===== src/rtl/act_pkg.sv =====
// Shared definitions for the activation sequencer: state encoding,
// instruction field positions and the default activation opcode.
package act_pkg;

  localparam logic [2:0] IDLE  = 3'b001;
  localparam logic [2:0] BUSY  = 3'b010;
  localparam logic [2:0] DRAIN = 3'b100;

  typedef enum logic [2:0] {
    ST_IDLE  = IDLE,
    ST_BUSY  = BUSY,
    ST_DRAIN = DRAIN
  } state_t;

  localparam int OPC_MSB   = 31;
  localparam int OPC_LSB   = 29;
  localparam int FINAL_BIT = 27;
  localparam int SETP_BIT  = 25;
  localparam int OP_MSB    = 24;
  localparam int OP_LSB    = 21;
  localparam int ACCRD_BIT = 22;
  localparam int LEN_LSB   = 3;

  localparam logic [2:0] ACT_OPCODE_DEF = 3'b011;

endpackage


===== src/rtl/act_seq_delay_line.sv =====
// Fixed-latency shift register; q follows d exactly DELAY cycles later.
// The asynchronous clear empties every stage so no stale strobe survives reset.
module act_seq_delay_line #(
  parameter int DATA_WIDTH = 1,
  parameter int DELAY      = 1
) (
  input  logic                  clk,
  input  logic                  rst_n,
  input  logic [DATA_WIDTH-1:0] d,
  output logic [DATA_WIDTH-1:0] q
);

  logic [DATA_WIDTH-1:0] stages [DELAY];

  always_ff @(posedge clk or negedge rst_n) begin
    if (!rst_n) begin
      for (int i = 0; i < DELAY; i++) stages[i] <= '0;
    end else begin
      stages[0] <= d;
      for (int i = 1; i < DELAY; i++) stages[i] <= stages[i-1];
    end
  end

  assign q = stages[DELAY-1];

endmodule


===== src/rtl/activation_sequencer.sv =====
// Activation-stage controller: pops instructions, forwards non-activation ones
// to the store FIFO and sequences element bursts with delayed FIFO strobes.
// Optional saturating busy/stall counters are built when ACT_PERF_CNT_EN is defined.
module activation_sequencer
  import act_pkg::*;
#(
  parameter int         COUNT_W       = 8,
  parameter logic [2:0] ACT_OPCODE    = ACT_OPCODE_DEF,
  parameter int         EXEC_RD_DELAY = 1,
  parameter int         ACC_RD_DELAY  = 6,
  parameter int         WR_DELAY      = 12
) (
  input  logic        clk,
  input  logic        rst_n,
  input  logic        i_instr_fifo_empty,
  input  logic [31:0] i_instr_data,
  output logic        o_instr_fifo_rd_en,
  input  logic        i_store_instr_fifo_full,
  output logic        o_store_instr_fifo_wr_en,
  output logic        o_idle,
  output logic [3:0]  o_vector_unit_op,
  output logic        o_set_param,
  input  logic        i_execute_out_fifo_empty,
  output logic        o_execute_out_fifo_rd_en,
  input  logic        i_accum_fifo_empty,
  input  logic        i_accum_fifo_pfull,
  output logic        o_accum_fifo_rd_en,
  output logic        o_accum_fifo_wr_en,
  input  logic        i_out_fifo_pfull,
`ifdef ACT_PERF_CNT_EN
  input  logic        i_perf_clr,
  output logic [31:0] o_busy_cycles,
  output logic [31:0] o_stall_cycles,
`endif
  output logic        o_out_fifo_wr_en
);

  localparam int TMR_W = $clog2(WR_DELAY + 1);

  state_t             state;
  logic [COUNT_W-1:0] cnt;
  logic [TMR_W-1:0]   timer;
  logic               final_q;
  logic               accrd_q;
  logic               is_act;
  logic               accept;
  logic               pass;
  logic               adv;
  logic               issue;
  logic               unused_instr;

  assign unused_instr = ^i_instr_data;

  assign is_act = (i_instr_data[OPC_MSB:OPC_LSB] == ACT_OPCODE);
  assign accept = (state == ST_IDLE) && !i_instr_fifo_empty && is_act;
  assign pass   = (state == ST_IDLE) && !i_instr_fifo_empty && !is_act && !i_store_instr_fifo_full;

  assign o_instr_fifo_rd_en       = accept || pass;
  assign o_store_instr_fifo_wr_en = pass;
  assign o_idle                   = (state == ST_IDLE);

  // The destination check follows the burst mode: final bursts write the
  // output FIFO, intermediate bursts write back into the accumulator FIFO.
  assign adv = !i_execute_out_fifo_empty
            && !(accrd_q && i_accum_fifo_empty)
            && !(final_q ? i_out_fifo_pfull : i_accum_fifo_pfull);
  assign issue = (state == ST_BUSY) && adv;

  always_ff @(posedge clk or negedge rst_n) begin
    if (!rst_n) begin
      state            <= ST_IDLE;
      cnt              <= '0;
      timer            <= '0;
      final_q          <= 1'b0;
      accrd_q          <= 1'b0;
      o_vector_unit_op <= 4'd0;
      o_set_param      <= 1'b0;
    end else begin
      o_set_param <= 1'b0;
      case (state)
        ST_IDLE: begin
          if (accept) begin
            o_vector_unit_op <= i_instr_data[OP_MSB:OP_LSB];
            final_q          <= i_instr_data[FINAL_BIT];
            accrd_q          <= i_instr_data[ACCRD_BIT];
            cnt              <= i_instr_data[COUNT_W+LEN_LSB-1:LEN_LSB];
            o_set_param      <= i_instr_data[SETP_BIT];
            state            <= ST_BUSY;
          end
        end
        ST_BUSY: begin
          if (issue) begin
            if (cnt == '0) begin
              state <= ST_DRAIN;
              timer <= TMR_W'(WR_DELAY);
            end else begin
              cnt <= cnt - 1'b1;
            end
          end
        end
        ST_DRAIN: begin
          // Leave as the timer reaches 0: the last write strobe has then just
          // left the longest delay line, so IDLE starts with all lines empty.
          if (timer <= TMR_W'(1)) begin
            timer <= '0;
            state <= ST_IDLE;
          end else begin
            timer <= timer - 1'b1;
          end
        end
        default: state <= ST_IDLE;
      endcase
    end
  end

  act_seq_delay_line #(.DATA_WIDTH(1), .DELAY(EXEC_RD_DELAY)) u_exec_rd (
    .clk   (clk),
    .rst_n (rst_n),
    .d     (issue),
    .q     (o_execute_out_fifo_rd_en)
  );

  act_seq_delay_line #(.DATA_WIDTH(1), .DELAY(ACC_RD_DELAY)) u_acc_rd (
    .clk   (clk),
    .rst_n (rst_n),
    .d     (issue && accrd_q),
    .q     (o_accum_fifo_rd_en)
  );

  act_seq_delay_line #(.DATA_WIDTH(2), .DELAY(WR_DELAY)) u_wr (
    .clk   (clk),
    .rst_n (rst_n),
    .d     ({issue && final_q, issue && !final_q}),
    .q     ({o_out_fifo_wr_en, o_accum_fifo_wr_en})
  );

`ifdef ACT_PERF_CNT_EN
  always_ff @(posedge clk or negedge rst_n) begin
    if (!rst_n) begin
      o_busy_cycles  <= '0;
      o_stall_cycles <= '0;
    end else if (i_perf_clr) begin
      o_busy_cycles  <= '0;
      o_stall_cycles <= '0;
    end else begin
      if ((state != ST_IDLE) && (o_busy_cycles != '1))
        o_busy_cycles <= o_busy_cycles + 1'b1;
      if ((state == ST_BUSY) && !adv && (o_stall_cycles != '1))
        o_stall_cycles <= o_stall_cycles + 1'b1;
    end
  end
`endif

endmodule


===== config.mk =====
export PLATFORM = sky130hd
export DESIGN_NAME = activation_sequencer
export DESIGN_NICKNAME = d
export VERILOG_FILES = /design/src/rtl/act_pkg.sv /design/src/rtl/act_seq_delay_line.sv /design/src/rtl/activation_sequencer.sv
export SDC_FILE = /design/constraint.sdc
export NUM_CORES = 1
export LEC_CHECK = 0
export CORE_MARGIN = 2
export CORE_UTILIZATION = 36
export DETAILED_ROUTE_END_ITERATION = 8
export GPL_ROUTABILITY_DRIVEN = 0
export MAX_ROUTING_LAYER = met4
export PLACE_DENSITY = 0.67
export SYNTH_ARGS = -nofsm -noshare
export SYNTH_HDL_FRONTEND = slang
export SYNTH_HIERARCHICAL = 1
export SYNTH_SLANG_ARGS = --single-unit
export TNS_END_PERCENT = 30

===== constraint.sdc =====
create_clock -name clk -period 5.9 [get_ports clk]
set_clock_uncertainty 0.2 [all_clocks]
set_input_delay 0.59 -clock clk [delete_from_list [all_inputs] [get_ports clk]]
set_output_delay 0.59 -clock clk [all_outputs]
set_load 0.01 [all_outputs]

==> results by group, run 1 <==
Critical path
  • Maximum single-stage delay on the critical path: 550 ps
  • Maximum net fanout on the critical path: 16
  • CP max-delay cell: clkdlybuf4s50_1
  • Startpoint Class: input port
  • CP dominant cell by count: clkdlybuf4s50_1
  • Cell family with the largest share of critical-path delay: simple AND/OR/NAND/NOR gates
  • Launching point of the worst reg2reg path: state[0]
  • Slack of the worst reg-to-reg path: 3290 ps
  • Chain of cells forming the critical path: clkdlybuf4s50_1 -> nor4b_1 -> nand2_1 -> nand2b_1 -> clkdlybuf4s50_1
  • Required time of the worst setup path: 5110 ps
  • Number of buffers and inverters on the critical path: 2
  • Number of cells on the worst reg-to-reg path: 5
  • Endpoint type of the worst setup path: output pin
  • Setup CP Type: input port to output pin
  • Capturing point of the worst reg2reg path: cnt[1]
  • CP Data Arrival Time: 2620 ps

Die
  • Initial cell density of the core: 36.8%
  • Die Wd: 78.3 µm
  • Count of standard-cell rows: 27
  • I/O pin total: 52
  • Core Footprint: 5410 µm²
  • Die Area: 6130 µm²
  • Vert. Die Dim: 78.3 µm

Power
  • Worst vdd rail ir drop: 0.148 mV
  • Internal power contribution: 0.565 mW
  • Comb power frac: 13.5%
  • Sequential fraction of design power: 53.7%
  • Proportion of power drawn by the clock network: 32.8%
  • Reported net switching power: 0.179 mW
  • Reported leakage power: 1.16 nW
  • Fraction of power spent switching nets: 24.1%
  • Power Density: 297 nW/µm²

CTS
  • Max clock buf depth: 2
  • Cts repair resizes: 0
  • Sinks on the clock net: 52
  • Clock tree from TritonCTS: done
  • Clock slew at reported path FFs: 90 ps
  • CTS Buf Count: 5
  • Post CTS Setup Buffer Count: 0
  • Clock root buffer master: clkbuf_8
  • Clock latency at the later pin of the worst-skew pair: 300 ps
  • Hold-fix buffers, CTS: 0
  • H-tree levels: 2

Synth
  • Fraction of the yosys area taken by sequential cells: 65.6%
  • Synthesized area per cell: 13.2 µm²
  • Most area-hungry cell type in the Yosys netlist: dfrtp_1
  • Synth cell types: 44
  • Post-Syn Area: 1990 µm²
  • Number of nets produced by synthesis: 195
  • Yosys warnings: 6
  • Number of synthesized register bits: 52
  • Number of enable-type register cells in the synthesized netlist: 0
  • Share of the synthesized area in the top cell type: 64.2%
  • Top_reg_cell synth: dfrtp_1
  • Most area-consuming cells after synthesis: dfrtp_1 64%, mux2_2 3.4%, ha_1 2.5%, o311ai_1 1.8%, nand2_1 1.7%
  • Ys async rst share: 100%
  • Instance count of the mapped netlist: 151

Route
  • Average wire per standard cell: 13.2 µm
  • DR vias: 1267
  • Number of detailed-route iterations in the first pass: 4
  • Remaining antenna violation count: 0
  • Total detailed-routing wirelength: 3450 µm
  • # DRC: 0
  • Initial drt markers: 88
  • Vias/cell: 4.85

STA
  • Final hold slack: 153 ps
  • Hold violation count in the final report: 0
  • Max-Slew Margin vs Limit: 58.3%
  • Tcrit/Tclk final: 57.8%
  • Highest Clock Rate: 293 MHz
  • Final setup violation count: 0
  • Fin Setup TNS: 0 ps
  • Max Transition Viols Final: 0
  • Minimum clock period after layout: 3410 ps
  • Unrepaired setup endpoints after global routing: no
  • Slew of the pin with the lowest slew margin: 626 ps

Place
  • HPWL after detailed placement: 2330 µm
  • Number of buffers added on ports: 36

Cells and area
  • Most common cell after layout, fill and taps aside: dfrtp_1
  • Share of the core filled with cells in the final layout: 46.3%
  • Diodes inserted: 0
  • Most frequent cells in the layout: 51 x dfrtp_1, 35 x clkdlybuf4s50_1, 9 x nand2_1
  • # nets final: 232
  • Fraction of final layout cells sized beyond drive strength 1: 11.6%
  • Growth of design area from synthesis to finish: 26.1%

Flow run
  • Max-capacitance violation count: 0

Global routing
  • Most used routing layer: met2
  • Met3 usage: 3.79%
  • M2 GR Usage: 20.9%
  • Grt ovf: 0
  • Largest net degree at the start of global routing: 53
  • Initial antenna violation count: 0
  • Met1 track demand over resource: 16.1%
  • Aggregate global-route resource usage: 12.9%
  • First-pass GRT wire length: 5960 µm
  • Vias in the first global route: 1343

Hold path
  • Hold-critical path endpoint: u_acc_rd/stages[1]
  • Hold Path Class: register to register
  • Hold Path Cell Cnt: 0
  • Hold path startpoint: u_acc_rd/stages[2]

Run status
  • Run status: complete, no violations
flip-flops by register name, summed over array words and instances (netlist names):
register / count
o_vector_unit_op: 4
u_wr/stages: 22
state: 3
u_exec_rd/q: 1
u_acc_rd/q: 1
final_q: 1
o_set_param: 1
u_wr/q: 2
u_acc_rd/stages: 5
cnt: 8
timer: 4
synth_stat cells (2+ instances only):
cell / instances
nor3b_1: 3
nand2_1: 9
o311ai_1: 4
inv_1: 6
dfrtp_1: 51
a21oi_1: 6
o2bb2ai_1: 2
o21ai_0: 5
buf_4: 3
clkbuf_1: 2
ha_1: 4
o21ai_1: 4
and2_1: 2
and3_1: 3
mux2_2: 6
or3_1: 2
nor4_1: 2
nor3_1: 5
a21o_1: 2
nor2_1: 6
metal layers:
layer / vias to the layer above / part of all wire (%)
li1: 603 / -
met1: 624 / 47
met2: 36 / 48
met3: 4 / 4.6
met4: 0 / 0.70
met5: - / 0
power by group through the flow:
| stage | combinational [mW] | clock, mW | sequential, mW |
|---|---|---|---|
| finish | 0.100 | 0.244 | 0.400 |
| global route | 0.113 | 0.270 | 0.404 |
| CTS | 0.102 | 0.253 | 0.400 |
| detailed placement | 0.102 | 0 | 0.407 |
| global placement | 0.0997 | 0 | 0.407 |
| floorplan | 0.0537 | 0 | 0.404 |
worst max path at each step:
stage / from / endpoint / slack, ps / cells after the start
2_1_floorplan: i_instr_fifo_empty / o_instr_fifo_rd_en / 3600 / 3
3_3_place_gp: i_instr_fifo_empty / o_instr_fifo_rd_en / 2500 / 5
3_5_place_dp: i_instr_fifo_empty / o_instr_fifo_rd_en / 2500 / 5
4_1_cts: i_instr_fifo_empty / o_instr_fifo_rd_en / 2470 / 5
5_1_grt: i_instr_fifo_empty / o_instr_fifo_rd_en / 2240 / 5
6_report: i_instr_fifo_empty / o_instr_fifo_rd_en / 2490 / 5
area by class of cell:
cell class              instances  area (µm²)
repair buffers                 37         363
fillers                       522        2900
clock buffers                   6        72.6
multi-input cells              85         599
inverters                       7        38.8
clock inverters                 2        38.8
well taps                      72        90.1
flip-flops and latches         52        1300
metrics by stage:
| stage | power, mW | area, µm² | instances | setup slack (ps) |
|---|---|---|---|---|
| floorplan | 0.458 | 1990 | 151 | 3600 |
| global placement | 0.506 | 2390 | 253 | 2500 |
| detailed placement | 0.509 | 2390 | 253 | 2500 |
| CTS | 0.755 | 2500 | 261 | 2470 |
| global route | 0.786 | 2500 | 261 | 2240 |
| finish | 0.744 | 2500 | 261 | 2490 |
cells by family (layout without fill, tap and decap cells):
family	count (synthesis)	in the layout	synth area share [%]
buffers and inverters	14	52	4.28
muxes	7	7	4.16
adders and majority gates	4	4	2.52
and+or+nand+nor	42	42	12.2
DFF	52	52	65.6
AOI/OAI and AO/OA	32	32	11.3
Power figures use the tool's default switching activity.
==> run 2, diff against run 1 <==
- PLACE_DENSITY: 0.67 -> 0.69
- clock period: 5.9 -> 3 ns (I/O delays scaled with it)
==> results by group, run 2 (synthesized netlist as in run 1, its figures left out) <==
STA
  • Final hold slack: 154 ps (was 153 ps)
  • Minimum clock period after layout: 2700 ps
  • Fin Setup TNS: 0 ps (unchanged)
  • Final setup violation count: 0 (unchanged)
  • Unrepaired setup endpoints after global routing: no (unchanged)
  • Hold violation count in the final report: 0 (unchanged)
  • Max Transition Viols Final: 0 (unchanged)
  • Slew of the pin with the lowest slew margin: 569 ps (was 626 ps)
  • Max-Slew Margin vs Limit: 62.1% (was 58.3%)
  • Tcrit/Tclk final: 90.1%
  • Highest Clock Rate: 370 MHz

Route
  • Total detailed-routing wirelength: 3470 µm (was 3450 µm)
  • Remaining antenna violation count: 0 (unchanged)
  • Average wire per standard cell: 13.2 µm (about the same)
  • Number of detailed-route iterations in the first pass: 4 (unchanged)
  • Vias/cell: 4.85 (about the same)
  • DR vias: 1280 (was 1267)
  • # DRC: 0 (unchanged)
  • Initial drt markers: 85 (was 88)

Cells and area
  • Reg with most FFs: u_wr/stages (unchanged)
  • Most common cell after layout, fill and taps aside: dfrtp_1 (unchanged)
  • # nets final: 235 (was 232)
  • Number of flip-flops under the largest register name: 22 (unchanged)
  • Diodes inserted: 0 (unchanged)
  • Most frequent cells in the layout: 51 x dfrtp_1, 35 x clkdlybuf4s50_1, 9 x nand2_1 (unchanged)
  • Registers with the most flip-flops: u_wr/stages x22, cnt x8, u_acc_rd/stages x5 (unchanged)
  • Growth of design area from synthesis to finish: 26.9% (was 26.1%)
  • Fraction of final layout cells sized beyond drive strength 1: 13.5% (was 11.6%)

Die
  • Count of standard-cell rows: 27 (unchanged)
  • I/O pin total: 52 (unchanged)
  • Die Area: 6130 µm² (unchanged)
  • Initial cell density of the core: 36.8% (unchanged)
  • Core Footprint: 5410 µm² (unchanged)
  • Vert. Die Dim: 78.3 µm (unchanged)
  • Die Wd: 78.3 µm (unchanged)

Hold path
  • Hold Path Class: register to register (unchanged)
  • Hold Path Cell Cnt: 0 (unchanged)
  • Hold-critical path endpoint: u_acc_rd/stages[1] (unchanged)
  • Hold path startpoint: u_acc_rd/stages[2] (unchanged)

Critical path
  • Launching point of the worst reg2reg path: state[2] (was state[0])
  • Number of cells on the worst reg-to-reg path: 5 (unchanged)
  • Capturing point of the worst reg2reg path: cnt[1] (unchanged)
  • Setup CP Type: register to output pin (was input port to output pin)
  • Endpoint type of the worst setup path: output pin (unchanged)
  • Maximum net fanout on the critical path: 5 (was 16)
  • Startpoint Class: register (was input port)
  • Required time of the worst setup path: 2500 ps (was 5110 ps)
  • CP Data Arrival Time: 2200 ps (was 2620 ps)
  • Slack of the worst reg-to-reg path: 740 ps (was 3290 ps)

Power
  • Post-route total power: 1.40 mW (was 0.744 mW)
  • Reported leakage power: 1.17 nW (was 1.16 nW)
  • Power Density: 554 nW/µm² (was 297 nW/µm²)
  • Worst vdd rail ir drop: 0.254 mV (was 0.148 mV)

Run status
  • Run status: complete, no violations (unchanged)

Global routing
  • Largest net degree at the start of global routing: 35 (was 53)
  • Grt ovf: 0 (unchanged)
  • Vias in the first global route: 1312 (was 1343)
  • Initial antenna violation count: 0 (unchanged)
  • First-pass GRT wire length: 6110 µm (was 5960 µm)
  • Aggregate global-route resource usage: 13.2% (was 12.9%)

CTS
  • Max clock buf depth: 2 (unchanged)
  • CTS Buf Count: 5 (unchanged)
  • H-tree levels: 2 (unchanged)
  • Sinks on the clock net: 52 (unchanged)
  • Clock latency at the later pin of the worst-skew pair: 300 ps (about the same)
  • Clock root buffer master: clkbuf_8 (unchanged)
  • Clock tree from TritonCTS: done (unchanged)
  • Clock slew at reported path FFs: 100 ps (was 90 ps)
  • Post CTS Setup Buffer Count: 0 (unchanged)

Place
  • HPWL after detailed placement: 2490 µm (was 2330 µm)
  • Number of buffers added on ports: 36 (unchanged)

Flow run
  • Max-capacitance violation count: 0 (unchanged)
run 2: how the worst max path moves through the flow:
| stage | cells after the start | to | slack [ps] | from |
|---|---|---|---|---|
| after floorplan | 7 | cnt[1] | 940 | state[2] |
| after global placement | 5 | o_instr_fifo_rd_en | 360 | i_instr_fifo_empty |
| after detailed placement | 5 | o_instr_fifo_rd_en | 290 | i_instr_fifo_empty |
| after CTS | 4 | o_instr_fifo_rd_en | 130 | state[0] |
| after global routing | 4 | o_instr_fifo_rd_en | 160 | state[0] |
| final | 4 | o_instr_fifo_rd_en | 300 | state[0] |
run 2: cell type report:
class                           count  area [µm²]
Tap cell                           72        90.1
Inverter                            7        38.8
Fill cell                         518        2880
Multi-Input combinational cell     85         606
Clock inverter                      3        27.5
Timing Repair Buffer               40         388
Sequential cell                    52        1300
Clock buffer                        5        68.8
run 2: per-stage QoR:
step	instances	setup slack [ps]	instance area [µm²]	utilization [%]
6_report	264	296	2520	46.6
5_1_grt	264	163	2520	46.6
4_1_cts	264	126	2510	46.5
3_5_place_dp	255	287	2410	44.6
3_3_place_gp	255	355	2410	44.6
2_1_floorplan	151	938	1990	-
run 2: layer usage:
metal | share of wire [%] | vias up | global-route usage (%)
met2 | 47 | 34 | 20.8
met1 | 47 | 631 | 16.9
met3 | 4.6 | 5 | 3.22
li1 | - | 610 | -
met5 | 0 | - | -
met4 | 1.3 | 0 | 4.21
run 2: where the power goes:
part	switching [mW]	internal [mW]	total (mW)
registers	0.0410	0.745	0.786
logic	0.0858	0.116	0.202
clock network	0.237	0.171	0.409
total	0.364	1.03	1.40
run 2: what timing repair did:
item	CTS	global route
setup endpoints to repair	0	1
hold buffers	1	0
gates resized for setup	0	1
hold endpoints to repair	18	0
run 2: worst max-delay path, stage by stage, from the launching register on:
cell and delay [ps]:
dfstp_2 570, nor4b_2 270, nor3b_1 360, nand2b_1 160, clkdlybuf4s50_1 540
==> run 3, diff against run 2 <==
- CORE_UTILIZATION: 36 -> 43
- PLACE_DENSITY: 0.69 -> 0.8
==> results by group, run 3 (synthesized netlist as in run 1, its figures left out) <==
Critical path
  • Endpoint type of the worst setup path: output pin (unchanged)
  • Number of cells on the worst reg-to-reg path: 5 (unchanged)
  • Slack of the worst reg-to-reg path: 760 ps (was 740 ps)
  • Setup CP Type: register to output pin (unchanged)
  • Maximum net fanout on the critical path: 5 (unchanged)
  • Required time of the worst setup path: 2500 ps (about the same)
  • Startpoint Class: register (unchanged)
  • CP Data Arrival Time: 2330 ps (was 2200 ps)
  • Capturing point of the worst reg2reg path: cnt[1] (unchanged)
  • Launching point of the worst reg2reg path: state[2] (unchanged)

CTS
  • Clock latency at the later pin of the worst-skew pair: 300 ps (about the same)
  • Clock slew at reported path FFs: 90 ps (was 100 ps)
  • Sinks on the clock net: 52 (unchanged)
  • Clock tree from TritonCTS: done (unchanged)
  • Clock root buffer master: clkbuf_8 (unchanged)
  • Max clock buf depth: 2 (unchanged)
  • Post CTS Setup Buffer Count: 0 (unchanged)
  • Cts repair resizes: 0 (unchanged)
  • H-tree levels: 2 (unchanged)
  • CTS Buf Count: 5 (unchanged)
  • Hold-fix buffers, CTS: 0 (was 1)

Power
  • Worst vdd rail ir drop: 0.324 mV (was 0.254 mV)
  • Reported leakage power: 1.17 nW (about the same)
  • Power Density: 591 nW/µm² (was 554 nW/µm²)

Cells and area
  • Share of the core filled with cells in the final layout: 56.3% (was 46.6%)
  • Reg with most FFs: u_wr/stages (unchanged)
  • Number of cells in the finished layout apart from fillers: 242 (was 264)
  • Diodes inserted: 0 (unchanged)
  • Growth of design area from synthesis to finish: 25.2% (was 26.9%)
  • Most frequent cells in the layout: 51 x dfrtp_1, 35 x clkdlybuf4s50_1, 9 x nand2_1 (unchanged)
  • Number of flip-flops under the largest register name: 22 (unchanged)
  • Fraction of final layout cells sized beyond drive strength 1: 12.1% (was 13.5%)
  • Registers with the most flip-flops: u_wr/stages x22, cnt x8, u_acc_rd/stages x5 (unchanged)
  • Most common cell after layout, fill and taps aside: dfrtp_1 (unchanged)
  • # nets final: 233 (was 235)

Route
  • Initial drt markers: 82 (was 85)
  • Number of detailed-route iterations in the first pass: 4 (unchanged)
  • Vias/cell: 5.27 (was 4.85)
  • # DRC: 0 (unchanged)
  • Average wire per standard cell: 14.7 µm (was 13.2 µm)
  • DR vias: 1276 (was 1280)
  • Total detailed-routing wirelength: 3560 µm (was 3470 µm)
  • Remaining antenna violation count: 0 (unchanged)

Flow run
  • Max-capacitance violation count: 0 (unchanged)

STA
  • Minimum clock period after layout: 2830 ps (was 2700 ps)
  • Tcrit/Tclk final: 94.3% (was 90.1%)
  • Hold violation count in the final report: 0 (unchanged)
  • Highest Clock Rate: 353 MHz (was 370 MHz)
  • Max-Slew Margin vs Limit: 26.4% (was 62.1%)
  • Unrepaired setup endpoints after global routing: no (unchanged)
  • Final hold slack: 2.92 ps (was 154 ps)
  • Final Worst Setup Slack: 171 ps (was 296 ps)
  • Final setup violation count: 0 (unchanged)
  • Slew of the pin with the lowest slew margin: 1100 ps (was 569 ps)
  • Max Transition Viols Final: 0 (unchanged)
  • Fin Setup TNS: 0 ps (unchanged)

Die
  • Die Area: 5180 µm² (was 6130 µm²)
  • I/O pin total: 52 (unchanged)
  • Die Wd: 72.0 µm (was 78.3 µm)
  • Initial cell density of the core: 45.0% (was 36.8%)
  • Vert. Die Dim: 72.0 µm (was 78.3 µm)
  • Count of standard-cell rows: 24 (was 27)
  • Core Footprint: 4410 µm² (was 5410 µm²)

Place
  • Setup slack at placement: 311 ps (was 287 ps)
  • Number of buffers added on ports: 36 (unchanged)
  • HPWL after detailed placement: 2400 µm (was 2490 µm)
  • Placed insts: 234 (was 255)

Global routing
  • Aggregate global-route resource usage: 16.0% (was 13.2%)
  • Initial antenna violation count: 0 (unchanged)
  • Largest net degree at the start of global routing: 53 (was 35)
  • First-pass GRT wire length: 6030 µm (was 6110 µm)
  • Grt ovf: 0 (unchanged)
  • Vias in the first global route: 1255 (was 1312)

Hold path
  • Hold Path Class: input port to asynchronous set/reset pin (was register to register)

Run status
  • Run status: complete, no violations (unchanged)
-- run 3: changes by cell type in the layout (fill, tap and decap cells not counted), sizes merged --
cell         before  now
buf               4    3
bufinv            0    1
clkbuf            5    6
clkinv            2    1
clkinvlp          1    0
dlygate4sd3       1    0
-- run 3: worst max path at each step --
stage | startpoint | end | slack (ps) | cells after the start
after global placement | i_instr_fifo_empty | o_instr_fifo_rd_en | 370 | 5
final | state[0] | o_instr_fifo_rd_en | 170 | 4
after CTS | state[0] | o_instr_fifo_rd_en | 160 | 4
after global routing | state[0] | o_instr_fifo_rd_en | 40 | 4
after detailed placement | i_instr_fifo_empty | o_instr_fifo_rd_en | 310 | 5
after floorplan | state[2] | cnt[1] | 940 | 7
-- run 3: critical path: stages (launching register included) --
cell	delay (ps)
dfstp_2	570
nor4b_1	370
nor3b_1	390
nand2b_1	160
clkdlybuf4s50_1	530
-- run 3: area by class of cell --
class,count,area [µm²]
multi-input cells,85,599
clock buffers,6,72.6
well taps,52,65.1
flip-flops and latches,52,1300
inverters,7,38.8
repair buffers,38,370
fillers,358,1930
clock inverters,2,38.8
-- run 3: stage by stage --
stage          area, µm²  power (mW)
3_3_place_gp        2380       0.994
6_report            2490        1.47
3_5_place_dp        2380        1.00
2_1_floorplan       1990       0.901
5_1_grt             2490        1.55
4_1_cts             2490        1.49
-- run 3: routing by layer --
layer	track usage (%)	vias to the layer above	share of wire [%]
met1	22.1	625	48
met5	-	-	0
met3	4.58	6	4.4
li1	-	610	-
met2	22.9	35	46
met4	5.66	0	1.7
-- run 3: power by group --
group	switching, mW	internal (mW)	leakage (nW)
logic	0.0853	0.114	0.423
clock network	0.229	0.252	0.0558
registers	0.0435	0.745	0.689
